**src/rtl/edge_view_sequencer.sv**
```systemverilog
// edge_view_sequencer
//   Frame-synchronous controller for the edge streaming datapath. Image select,
//   display mode and preprocess enable change only at start-of-frame, driven by
//   manual next-image / next-mode requests or by an auto slideshow. After each
//   applied change, blank_o masks SETTLE_FRAMES pipeline-flush frames.
// Ports
//   clock, resetn              clock, asynchronous active-low reset
//   sof_i                      1-cycle start-of-frame pulse (apply edge)
//   next_img_i, next_mode_i    1-cycle advance requests, latched until next SOF
//   auto_en_i, pre_en_i        level controls, sampled at SOF
//   sel_im_o, mode_o, pre_en_o applied image select / mode / preprocess enable
//   blank_o                    downstream plot suppression
//   change_o                   1-cycle pulse after an applied change
//   frame_cnt_o                free-running SOF counter
module edge_view_sequencer #(
    parameter int unsigned NUM_IMG       = 5,
    parameter int unsigned DWELL_FRAMES  = 120,
    parameter int unsigned SETTLE_FRAMES = 1
) (
    input  logic        clock,
    input  logic        resetn,
    input  logic        sof_i,
    input  logic        next_img_i,
    input  logic        next_mode_i,
    input  logic        auto_en_i,
    input  logic        pre_en_i,
    output logic [2:0]  sel_im_o,
    output logic [1:0]  mode_o,
    output logic        pre_en_o,
    output logic        blank_o,
    output logic        change_o,
    output logic [15:0] frame_cnt_o
);

    localparam int unsigned IMG_W    = 3;
    localparam int unsigned MODE_W   = 2;
    localparam int unsigned FCNT_W   = 16;
    localparam int unsigned DWELL_W  = 16;
    localparam int unsigned SETTLE_W = 4;

    localparam logic [IMG_W-1:0]    IMG_LAST    = IMG_W'(NUM_IMG - 1);
    localparam logic [DWELL_W-1:0]  DWELL_LAST  = DWELL_W'(DWELL_FRAMES - 1);
    localparam logic [SETTLE_W-1:0] SETTLE_LOAD = SETTLE_W'(SETTLE_FRAMES);
    localparam bit                  SETTLE_EN   = (SETTLE_FRAMES > 0);

    typedef enum logic {S_RUN, S_SETTLE} state_t;
    localparam state_t RESET_STATE = SETTLE_EN ? S_SETTLE : S_RUN;

    state_t               state_q, state_n;
    logic [SETTLE_W-1:0]  settle_q, settle_n;
    logic [DWELL_W-1:0]   dwell_q, dwell_n;
    logic                 auto_q, auto_n;
    logic                 pend_img_q, pend_img_n;
    logic                 pend_mode_q, pend_mode_n;
    logic [IMG_W-1:0]     sel_n;
    logic [MODE_W-1:0]    mode_n;
    logic                 pre_n;
    logic                 blank_n;
    logic                 change_n;
    logic [FCNT_W-1:0]    fcnt_n;
    logic                 req_img, req_mode, changed;
    logic [IMG_W-1:0]     sel_inc;

    // image select advance with wrap at NUM_IMG-1
    assign sel_inc = (sel_im_o == IMG_LAST) ? '0 : sel_im_o + IMG_W'(1);

    // next-state and output decode
    always_comb begin
        state_n     = state_q;
        settle_n    = settle_q;
        dwell_n     = dwell_q;
        auto_n      = auto_q;
        sel_n       = sel_im_o;
        mode_n      = mode_o;
        pre_n       = pre_en_o;
        fcnt_n      = frame_cnt_o;
        change_n    = 1'b0;
        changed     = 1'b0;
        // a request coincident with SOF is applied at that SOF
        req_img     = pend_img_q | next_img_i;
        req_mode    = pend_mode_q | next_mode_i;
        pend_img_n  = req_img;
        pend_mode_n = req_mode;

        if (sof_i) begin
            fcnt_n      = frame_cnt_o + FCNT_W'(1);
            auto_n      = auto_en_i;
            pre_n       = pre_en_i;
            pend_img_n  = 1'b0;
            pend_mode_n = 1'b0;

            // manual step wins over an auto tick in the same frame
            if (req_img || req_mode) begin
                if (req_img)  sel_n  = sel_inc;
                if (req_mode) mode_n = mode_o + MODE_W'(1);
                dwell_n = '0;
            end else if (auto_q) begin
                if (dwell_q == DWELL_LAST) begin
                    mode_n  = mode_o + MODE_W'(1);
                    if (mode_o == 2'b11) sel_n = sel_inc;
                    dwell_n = '0;
                end else begin
                    dwell_n = dwell_q + DWELL_W'(1);
                end
            end

            // dwell restarts on auto enable rising and is parked while disabled
            if (!auto_q || !auto_en_i) dwell_n = '0;

            changed  = (sel_n != sel_im_o) || (mode_n != mode_o) || (pre_n != pre_en_o);
            change_n = changed;

            if (changed && SETTLE_EN) begin
                state_n  = S_SETTLE;
                settle_n = SETTLE_LOAD;
            end else if (state_q == S_SETTLE) begin
                settle_n = settle_q - SETTLE_W'(1);
                if (settle_q == SETTLE_W'(1)) state_n = S_RUN;
            end
        end

        blank_n = (state_n == S_SETTLE);
    end

    // state and output registers
    always_ff @(posedge clock or negedge resetn) begin
        if (!resetn) begin
            state_q     <= RESET_STATE;
            settle_q    <= SETTLE_LOAD;
            dwell_q     <= '0;
            auto_q      <= 1'b0;
            pend_img_q  <= 1'b0;
            pend_mode_q <= 1'b0;
            sel_im_o    <= '0;
            mode_o      <= '0;
            pre_en_o    <= 1'b0;
            blank_o     <= SETTLE_EN;
            change_o    <= 1'b0;
            frame_cnt_o <= '0;
        end else begin
            state_q     <= state_n;
            settle_q    <= settle_n;
            dwell_q     <= dwell_n;
            auto_q      <= auto_n;
            pend_img_q  <= pend_img_n;
            pend_mode_q <= pend_mode_n;
            sel_im_o    <= sel_n;
            mode_o      <= mode_n;
            pre_en_o    <= pre_n;
            blank_o     <= blank_n;
            change_o    <= change_n;
            frame_cnt_o <= fcnt_n;
        end
    end

endmodule
```
**config.mk**
```make
export PLATFORM = sky130hd
export DESIGN_NAME = edge_view_sequencer
export DESIGN_NICKNAME = d
export VERILOG_FILES = /design/src/rtl/edge_view_sequencer.sv
export SDC_FILE = /design/constraint.sdc
export NUM_CORES = 1
export LEC_CHECK = 0
export CELL_PAD_IN_SITES_DETAIL_PLACEMENT = 2
export CELL_PAD_IN_SITES_GLOBAL_PLACEMENT = 2
export CORE_ASPECT_RATIO = 0.6
export CORE_MARGIN = 2
export CORE_UTILIZATION = 35
export CTS_CLUSTER_DIAMETER = 150
export CTS_CLUSTER_SIZE = 40
export DETAILED_ROUTE_END_ITERATION = 10
export PLACE_DENSITY_LB_ADDON = 0.25
export SYNTH_ARGS = -nofsm -noshare
export SYNTH_HDL_FRONTEND = slang
export SYNTH_SLANG_ARGS = --single-unit
```
**constraint.sdc**
```tcl
create_clock -name clock -period 2.8 [get_ports clock]
set_clock_uncertainty 0.2 [all_clocks]
set_input_delay 0.56 -clock clock [delete_from_list [all_inputs] [get_ports clock]]
set_output_delay 0.56 -clock clock [all_outputs]
set_load 0.01 [all_outputs]
```
==> impl_metrics.env <==
export IMPL_wl_mm=8.03
export IMPL_crit_type="input port to register"
export IMPL_synth_most_common_cell="dfrtp_1"
export IMPL_grt_antenna_before_repair=0
export IMPL_numClockSinks=47
export IMPL_synth_area_um2=2580
export IMPL_dp_hpwl_mm=5.92
export IMPL_power_frac_seq=0.447
export IMPL_crit_fanout=6
export IMPL_drive_gt1_frac=0.101
export IMPL_diodes=0
export IMPL_synth_top_cells_by_count="dfrtp_1, nand2_1, nand3_1"
export IMPL_postCtsSetupRepairBufs=0
export IMPL_synthToLayoutAreaGrowth_pct=23.2
export IMPL_timing_final_crit_period_ns=2.39
export IMPL_cts_buffer_depth=2
export IMPL_synth_xor_area_frac=0.0544
export IMPL_port_buffers=30
export IMPL_syn_nets=282
export IMPL_io_pins=31
export IMPL_die_x_um=115
export IMPL_holdCritPathClass="register to register"
export IMPL_antenna_left=0
export IMPL_p_clk_frac=0.295
export IMPL_cts_resized=0
export IMPL_powerDensity_nw_per_um2=633
export IMPL_fmax_mhz=418
export IMPL_synth_seq_area_share=0.458
export IMPL_synthAdderAreaFrac=0.0340
export IMPL_power_switching_uw=625
export IMPL_ys_ff_latch=47
export IMPL_fp_row_count=24
export IMPL_initial_core_util=0.357
export IMPL_grt_pass1_vias=2445
export IMPL_slew_violations=0
export IMPL_drtIter0Drc=95
export IMPL_core_um2=7210
export IMPL_h_tree_depth=2
export IMPL_setup_viol=0
export IMPL_yosys_area_share_simple=0.240
export IMPL_grt_pass1_wl_mm=13.4
export IMPL_cp_data_required_time_ns=2.81
export IMPL_fin_crit_sh=0.854
export IMPL_drcViolationCount=0
export IMPL_cts_root_buf="clkbuf_16"
export IMPL_drv_cap=0
export IMPL_synth_compound_area_share=0.137
export IMPL_grt_max_degree=21
export IMPL_start_kind="input port"
export IMPL_fin_nets=320
export IMPL_ir_drop_v=0.000191
export IMPL_synth_edf_count=0
export IMPL_ys_flop_type="dfrtp_1"
export IMPL_synth_cells=268
export IMPL_first_pass_iters=4
export IMPL_p_leak_uw=0.00127
export IMPL_worst_r2r_path_depth=4
export IMPL_slew_limit_headroom=0.674
export IMPL_arrival_ns=2.40
export IMPL_power_frac_comb=0.258
export IMPL_stdcell_area_um2=3170
export IMPL_synth_top_cell_by_area="dfrtp_1"
export IMPL_clkSlewWorstSetupHoldPaths_ns=0.06
export IMPL_hold_viol_final=0
export IMPL_synthTopCellsByArea="dfrtp_1, xnor2_1, nand2_1, ha_1, nand3_1"
export IMPL_yosysWarnings=0
export IMPL_synth_distinct_cells=51
export IMPL_worstMarginPinSlew_ns=0.477
export IMPL_cts_tree="built"
export IMPL_avgSynthCellArea_um2=9.61
export IMPL_rsz0062_at_grt="false"
export IMPL_min_path_cells=1
export IMPL_dpl_cell_area_um2=3030
export IMPL_setup_tns_ns=0
export IMPL_post_drt_wl_per_cell_um=20.2
export IMPL_viasPerCell=5.77
export IMPL_utilization=0.440
export IMPL_status="finished, final reports clean"
export IMPL_grt_ovfl_total=0
export IMPL_die_area_um2=8090
export IMPL_gp_congestion=0.795
export IMPL_synthArstFlopShare=1.00
export IMPL_muxShareOfSynthArea=0.0359
export IMPL_cp_end_kind="register"
export IMPL_p_int_uw=1390
export IMPL_vias=2298
export IMPL_synth_top_cell_area_share=0.437
export IMPL_gr_usage_all_layers=0.215
export IMPL_synth_top_family_by_area="simple AND/OR/NAND/NOR gates"
export IMPL_cts_made_buffers=5
export IMPL_clock_latency_ns=0.29
export IMPL_p_sw_frac=0.311
export IMPL_die_y_um=70.5
-- repair_timing --
| item | CTS | global route |
|---|---|---|
| setup endpoints to repair | 0 | 0 |
| hold buffers | 1 | 0 |
| endpoints found under the hold margin | 10 | 0 |
-- metal layers --
metal  vias up  track usage  routed length (µm)
met5         -            0                   0
met4         0       0.0549                  72
met3         7       0.0477                 381
met2        44        0.298                3270
met1      1173        0.335                4300
li1       1074            -                   -
-- final timing paths --
kind                                startpoint        endpoint  slack (ns)
worst min-delay path            frame_cnt_o[6]  frame_cnt_o[6]        0.31
worst min register to register  frame_cnt_o[6]  frame_cnt_o[6]        0.31
worst max-delay path                next_img_i      dwell_q[7]        0.41
min in group asynchronous               resetn        change_o        0.48
worst max register to register      dwell_q[3]     settle_q[2]        0.56
max in group asynchronous               resetn     settle_q[0]        1.29
-- cell type report --
cell class | count | area (µm²)
Clock buffer | 7 | 133
Fill cell | 784 | 4030
Tap cell | 91 | 114
Inverter | 13 | 48.8
Multi-Input combinational cell | 195 | 1290
Clock inverter | 1 | 5.00
Timing Repair Buffer | 44 | 403
Sequential cell | 47 | 1180
-- through the flow --
stage / setup WS, ns / total power, µW / hold slack, ns / cells
after floorplan: 0.854 / 1130 / 0.0644 / 268
after global placement: 0.265 / 1400 / 0.267 / 389
after detailed placement: 0.163 / 1430 / 0.268 / 389
after CTS: 0.393 / 2030 / 0.313 / 398
after global routing: 0.285 / 2130 / 0.338 / 398
final: 0.410 / 2010 / 0.312 / 398
-- power groups by stage --
stage	logic [µW]	clock network, µW	registers, µW
after global routing	571	639	921
after global placement	500	0	904
after detailed placement	518	0	911
after CTS	525	608	898
final	518	593	899
after floorplan	212	0	918
-- state kept, by name, indices dropped and copies added, names as in the netlist --
signal / flops
dwell_q: 16
frame_cnt_o: 16
settle_q: 4
sel_im_o: 3
mode_o: 2
auto_q: 1
change_o: 1
pend_img_q: 1
pend_mode_q: 1
pre_en_o: 1
state_q: 1
-- worst max-delay path, cell delays in order --
cell             delay, ns
clkdlybuf4s50_1       0.48
nor4_1                0.36
buf_4                 0.20
and3_1                0.33
buf_4                 0.21
a31oi_1               0.09
mux2i_1               0.16
-- cells in the final DEF, fill, tap and decap left out, types with 6 or more instances in the layout --
cell type / n
mux2i_1: 7
xnor2_1: 11
a21oi_1: 8
dfrtp_1: 45
a31oi_1: 9
nor3_1: 6
nand4_1: 12
ha_1: 7
nand3_1: 17
inv_1: 13
o21ai_0: 8
buf_4: 13
nor4_1: 7
nor2_1: 16
nand2_1: 24
clkdlybuf4s50_1: 29
-- logic make-up after synthesis --
kind of cell / count (synthesis)
xor+xnor: 16
simple gates: 112
fa+ha+maj: 7
buf+inv: 26
compound gates: 51
flops: 47
mux: 9
Note: power is estimated with default switching activity, not from simulation.
==> edit 1 (config.mk and constraints unchanged) <==
`DWELL_W`: 16 -> 12.
--- a/src/rtl/edge_view_sequencer.sv
+++ b/src/rtl/edge_view_sequencer.sv
@@ -35,7 +35,7 @@
     localparam int unsigned IMG_W    = 3;
     localparam int unsigned MODE_W   = 2;
     localparam int unsigned FCNT_W   = 16;
-    localparam int unsigned DWELL_W  = 16;
+    localparam int unsigned DWELL_W  = 12;
     localparam int unsigned SETTLE_W = 4;
 
     localparam logic [IMG_W-1:0]    IMG_LAST    = IMG_W'(NUM_IMG - 1);
Function: no difference found for any inputs over 10 cycles, from zero or initial values and one cycle with resetn low; that may be too few to reach the edited logic, so the function may still have changed.
==> edit 1 against the unedited design <==
- total power shrank 3.4%
- setup slack got worse by 0.0034 ns
- critical path type unchanged
- count of clock-buffer cells in the layout fell by 1
- area after synthesis is 13% lower
- core utilization grew 1.2 points
- final cell count shrank 17%
- routed wire length shrank 19%
- sequential cell count is 4 lower
- design area decreased by 12%
==> edit 1: results (changes against the unedited design) <==
* First-pass GRT wire length at 10700 um (-20%)
* Final GP Congestion at 0.769 (-3.3%)
* Clk root buf: clkbuf_8
* Wire per inst at 19.6 um (-2.9%)
* Largest regs: frame_cnt_o (16), dwell_q (12), settle_q (4)
* Post-synth top cells: dfrtp_1, nand2_1, inv_1
* Share of cells above drive strength 1 at 0.146 (+0.0454)
* GRT Total Usage at 0.201 (-0.0148)
* Clock slew at reported path FFs at 0.09 ns (+0.03 ns)
* Top cells by area, synth: dfrtp_1, xnor2_1, ha_1, nand2_1, nand4_1
* Placed inst area at 2650 sq um (-13%)
* Inserted Clock Buffers at 5 (unchanged)
* Initial DRC Count at 112 (+18%)
* Largest net degree at the start of global routing at 33 (+57%)
* Status: complete, no violations
* Nets at 259 (-19%)
* CP max-delay cell: nor4_1
* Post-synth net total at 222 (-21%)
* Vias in the first global route at 1969 (-19%)
* Routed vias at 1797 (-22%)
* Switching Power at 0.567 mW (-9.2%)
* Post-synthesis sequential area ratio at 0.480 (+0.0222)
* Placed insts at 321 (-17%)
* Final std cells w/o fill at 330 (-17%)
* Post-synth cell types at 46 (-9.8%)
* Peak VDD IR at 288 uV (+51%)
* Lkg Pwr at 1.10 nW (-14%)
* Worst-margin pin slew at 0.575 ns (+0.0979 ns)
* Fillers at 643 (-18%)
* Post-DP HPWL at 4780 um (-19%)
* CP max stage delay at 0.55 ns (+0.07 ns)
* CP Max Fanout at 8 (+2)
* Clock buffer depth at 2 (unchanged)
* Syn Inst Count at 208 (-22%)
* Worst skew pair latency at 0.30 ns
edit 1: cell count changes after synthesis, moves of 5 or more:
cell	unedited run	this run
a21oi_1	8	3
nand3_1	17	9
nor2_1	16	7
clkbuf_1	6	1
o22ai_1	0	5
o21ai_0	8	3
edit 1: logic make-up after synthesis:
| logic type | synth area share |
|---|---|
| and+or+nand+nor | 0.222 |
| DFF | 0.480 |
| AOI/OAI and AO/OA | 0.106 |
| buffers and inverters | 0.0373 |
| xor gates and xnor gates | 0.0662 |
| muxes | 0.0501 |
| adders and majority gates | 0.0390 |
edit 1: per-stage QoR:
stage	worst slack (ns)	hold WS, ns	utilization
2_1_floorplan	0.881	0.0644	-
3_3_place_gp	0.127	0.251	0.429
3_5_place_dp	0.139	0.255	0.429
4_1_cts	0.441	0.287	0.453
5_1_grt	0.289	0.304	0.453
6_report	0.406	0.281	0.453
edit 1: area by class of cell:
class / count / area (sq um) / share of cell area
Clock inverter: 2 / 60.1 / 0.0215
Clock buffer: 6 / 72.6 / 0.0260
Multi-Input combinational cell: 146 / 1090 / 0.389
Tap cell: 84 / 105 / 0.0377
Timing Repair Buffer: 35 / 335 / 0.120
Inverter: 14 / 52.6 / 0.0188
Sequential cell: 43 / 1080 / 0.387
edit 1: what timing repair did:
action                    4_1_cts  5_1_grt
hold buffers                    1        0
hold endpoints to repair        9        0
resized for setup               0        0
edit 1: final timing paths:
| path | startpoint | endpoint | slack (ns) | cells past startpoint |
|---|---|---|---|---|
| min | frame_cnt_o[15] | frame_cnt_o[15] | 0.28 | 1 |
| min reg2reg | frame_cnt_o[15] | frame_cnt_o[15] | 0.28 | 1 |
| max in group asynchronous | resetn | pend_mode_q | 1.20 | 3 |
| max | next_img_i | dwell_q[11] | 0.41 | 5 |
| max reg2reg | dwell_q[1] | dwell_q[7] | 0.65 | 5 |
| min in group asynchronous | resetn | pre_en_o | 0.47 | 2 |
edit 1: power by group through the flow:
stage / Combinational, mW / Clock [mW] / Sequential [mW]
final: 0.522 / 0.579 / 0.841
after global routing: 0.579 / 0.621 / 0.865
after CTS: 0.529 / 0.594 / 0.844
after detailed placement: 0.526 / 0 / 0.857
after global placement: 0.503 / 0 / 0.853
after floorplan: 0.215 / 0 / 0.870
edit 1: critical path, delay by kind of cell:
kind,cells,cell delay [ns]
buffers and inverters,1,0.42
and+or+nand+nor,3,1.11
AOI/OAI and AO/OA,1,0.31
edit 1: routing by layer:
metal / vias up / global-route usage / part of all wire
met5: - / 0 / 0
met4: 0 / 0.0673 / 0.016
met3: 10 / 0.0315 / 0.034
met2: 40 / 0.282 / 0.41
met1: 909 / 0.310 / 0.54
li1: 838 / - / -
==> edit 2 (config.mk and constraints unchanged) <==
Made on the original files. Remove the register `change_o`: a continuous assignment takes its place, so the output `change_o` follows one clock earlier. Comments in the files are not updated.
--- a/src/rtl/edge_view_sequencer.sv
+++ b/src/rtl/edge_view_sequencer.sv
@@ -135,7 +135,6 @@
             mode_o      <= '0;
             pre_en_o    <= 1'b0;
             blank_o     <= SETTLE_EN;
-            change_o    <= 1'b0;
             frame_cnt_o <= '0;
         end else begin
             state_q     <= state_n;
@@ -148,9 +147,10 @@
             mode_o      <= mode_n;
             pre_en_o    <= pre_n;
             blank_o     <= blank_n;
-            change_o    <= change_n;
             frame_cnt_o <= fcnt_n;
         end
     end
 
+    assign change_o = change_n;
+
 endmodule
Check against the original RTL: not equivalent (Yosys sat finds a counterexample within 4 cycles, from zero or initial values and one cycle with resetn low).
==> edit 2 against the unedited design <==
- area after synthesis shrank 0.97%
- total power grew 6.5%
- global-route usage grew 2.3 points
- design area grew 4.6%
- combinational power grew 6.4%
- routed wire length grew 10%
- setup slack lost 0.29 ns
- sequential cell count shrank 1
- critical path type is now in -> out
- largest cell class unchanged
- highest routed layer unchanged
==> edit 2: results (changes against the unedited design) <==
* Status: complete, no violations
* IO buf count at 30 (unchanged)
* Share of cells above drive strength 1 at 0.167 (+0.0657)
* GRT Total Usage at 0.239 (+0.0233)
* RR Startpoint: dwell_q[0]
* Clk root buf: clkbuf_16
* Syn_area_per_cell at 9.56 sq um (-0.60%)
* Largest net degree at the start of global routing at 30 (+43%)
* Wire per inst at 21.4 um (+5.9%)
* Ys Warns at 0 (unchanged)
* Routed vias at 2340 (+1.8%)
* CP max-delay cell: clkdlybuf4s50_1
* Clk pwr share at 0.327 (+0.032)
* Post-synth net total at 281 (-0.35%)
* CP top delay family: buffers and inverters
* Asr flop ratio synth at 1.00 (unchanged)
* Largest regs: dwell_q (16), frame_cnt_o (16), settle_q (4)
* GR Util met1 at 0.366 (+0.0303)
* M1 wire length at 4560 um (+6.1%)
* Fin crit share at 0.956 (+0.102)
* Vias in the first global route at 2516 (+2.9%)
* CP max stage delay at 0.43 ns (-0.05 ns)
* Clock buffer depth at 2 (unchanged)
* First-pass GRT wire length at 14600 um (+8.7%)
* Nets at 337 (+5.3%)
* Final core utilization at 0.464 (+0.0240)
* Wire length on met3 at 307 um (-19%)
* Top Metal Used: met4
* RR Endpoint: settle_q[1]
* Sequential Power Share at 0.416 (-0.031)
* Placed insts at 406 (+4.4%)
* Lkg Pwr at 1.38 nW (+8.9%)
* Comb pwr at 0.551 mW (+6.4%)
* Post-synth top cells: dfrtp_1, nand2_1, nand3_1
* Final GP Congestion at 0.793 (-0.24%)
* First-pass DRT Iterations at 4 (unchanged)
* Post-synthesis sequential area ratio at 0.452 (-0.00532)
* Slew margin rel. at 0.526 (-0.148)
* Peak VDD IR at 261 uV (+37%)
* DR WL met2 at 3950 um (+21%)
* Critical Path Source: pre_en_i
* Vias/cell at 5.64 (-2.3%)
* Placed inst area at 3140 sq um (+3.6%)
* Antenna violations before repair at 0 (unchanged)
* Crit path capture: change_o
* Sw frac at 0.316 (+0.00497)
* Post-DP HPWL at 6290 um (+6.2%)
* R2R depth at 6 (+2)
* Min Hold Slack at 0.108 ns (-0.203 ns)
* CP Max Fanout at 2 (-4)
* CP arrival at 1.92 ns (-0.48 ns)
* Initial DRC Count at 111 (+17%)
* Met3 Use GR at 0.0443 (-0.00347)
* Inserted Clock Buffers at 5 (unchanged)
* Top cells by area, synth: dfrtp_1, xnor2_1, nand2_1, ha_1, nand3_1
* Post-synth cell types at 51 (unchanged)
* Internal reg-to-reg setup slack at 0.46 ns (-0.10 ns)
* Hold WC Path Type: in -> async
* Pre-CTS WS at -0.297 ns (-0.460 ns)
* Met2 usage at 0.356 (+0.0587)
==> edit 2: cell types whose count changed after synthesis <==
cell	change
dfrtp_1	-1
==> edit 2: cell families (layout without fill, tap and decap cells) <==
kind of cell / Yosys count / in the layout / share of synthesized area
adders and majority gates: 7 / 7 / 0.0343
buffers and inverters: 26 / 83 / 0.0412
DFF: 46 / 46 / 0.452
muxes: 9 / 9 / 0.0363
AOI/OAI and AO/OA: 51 / 51 / 0.139
and+or+nand+nor: 112 / 112 / 0.242
xor gates and xnor gates: 16 / 16 / 0.0549
==> edit 2: final cells by class <==
class | instances | share of cell area
multi-input cells | 195 | 0.392
flip-flops and latches | 46 | 0.348
repair buffers | 62 | 0.161
clock buffers | 5 | 0.0377
well taps | 91 | 0.0343
inverters | 13 | 0.0147
clock inverters | 3 | 0.0121
==> edit 2: repair_timing <==
action / 4_1_cts / 5_1_grt
gates resized for setup: 4 / 1
setup endpoints to repair: 1 / 1
setup buffers: 1 / 0
pin swaps: 1 / 1
endpoints found under the hold margin: 0 / 0
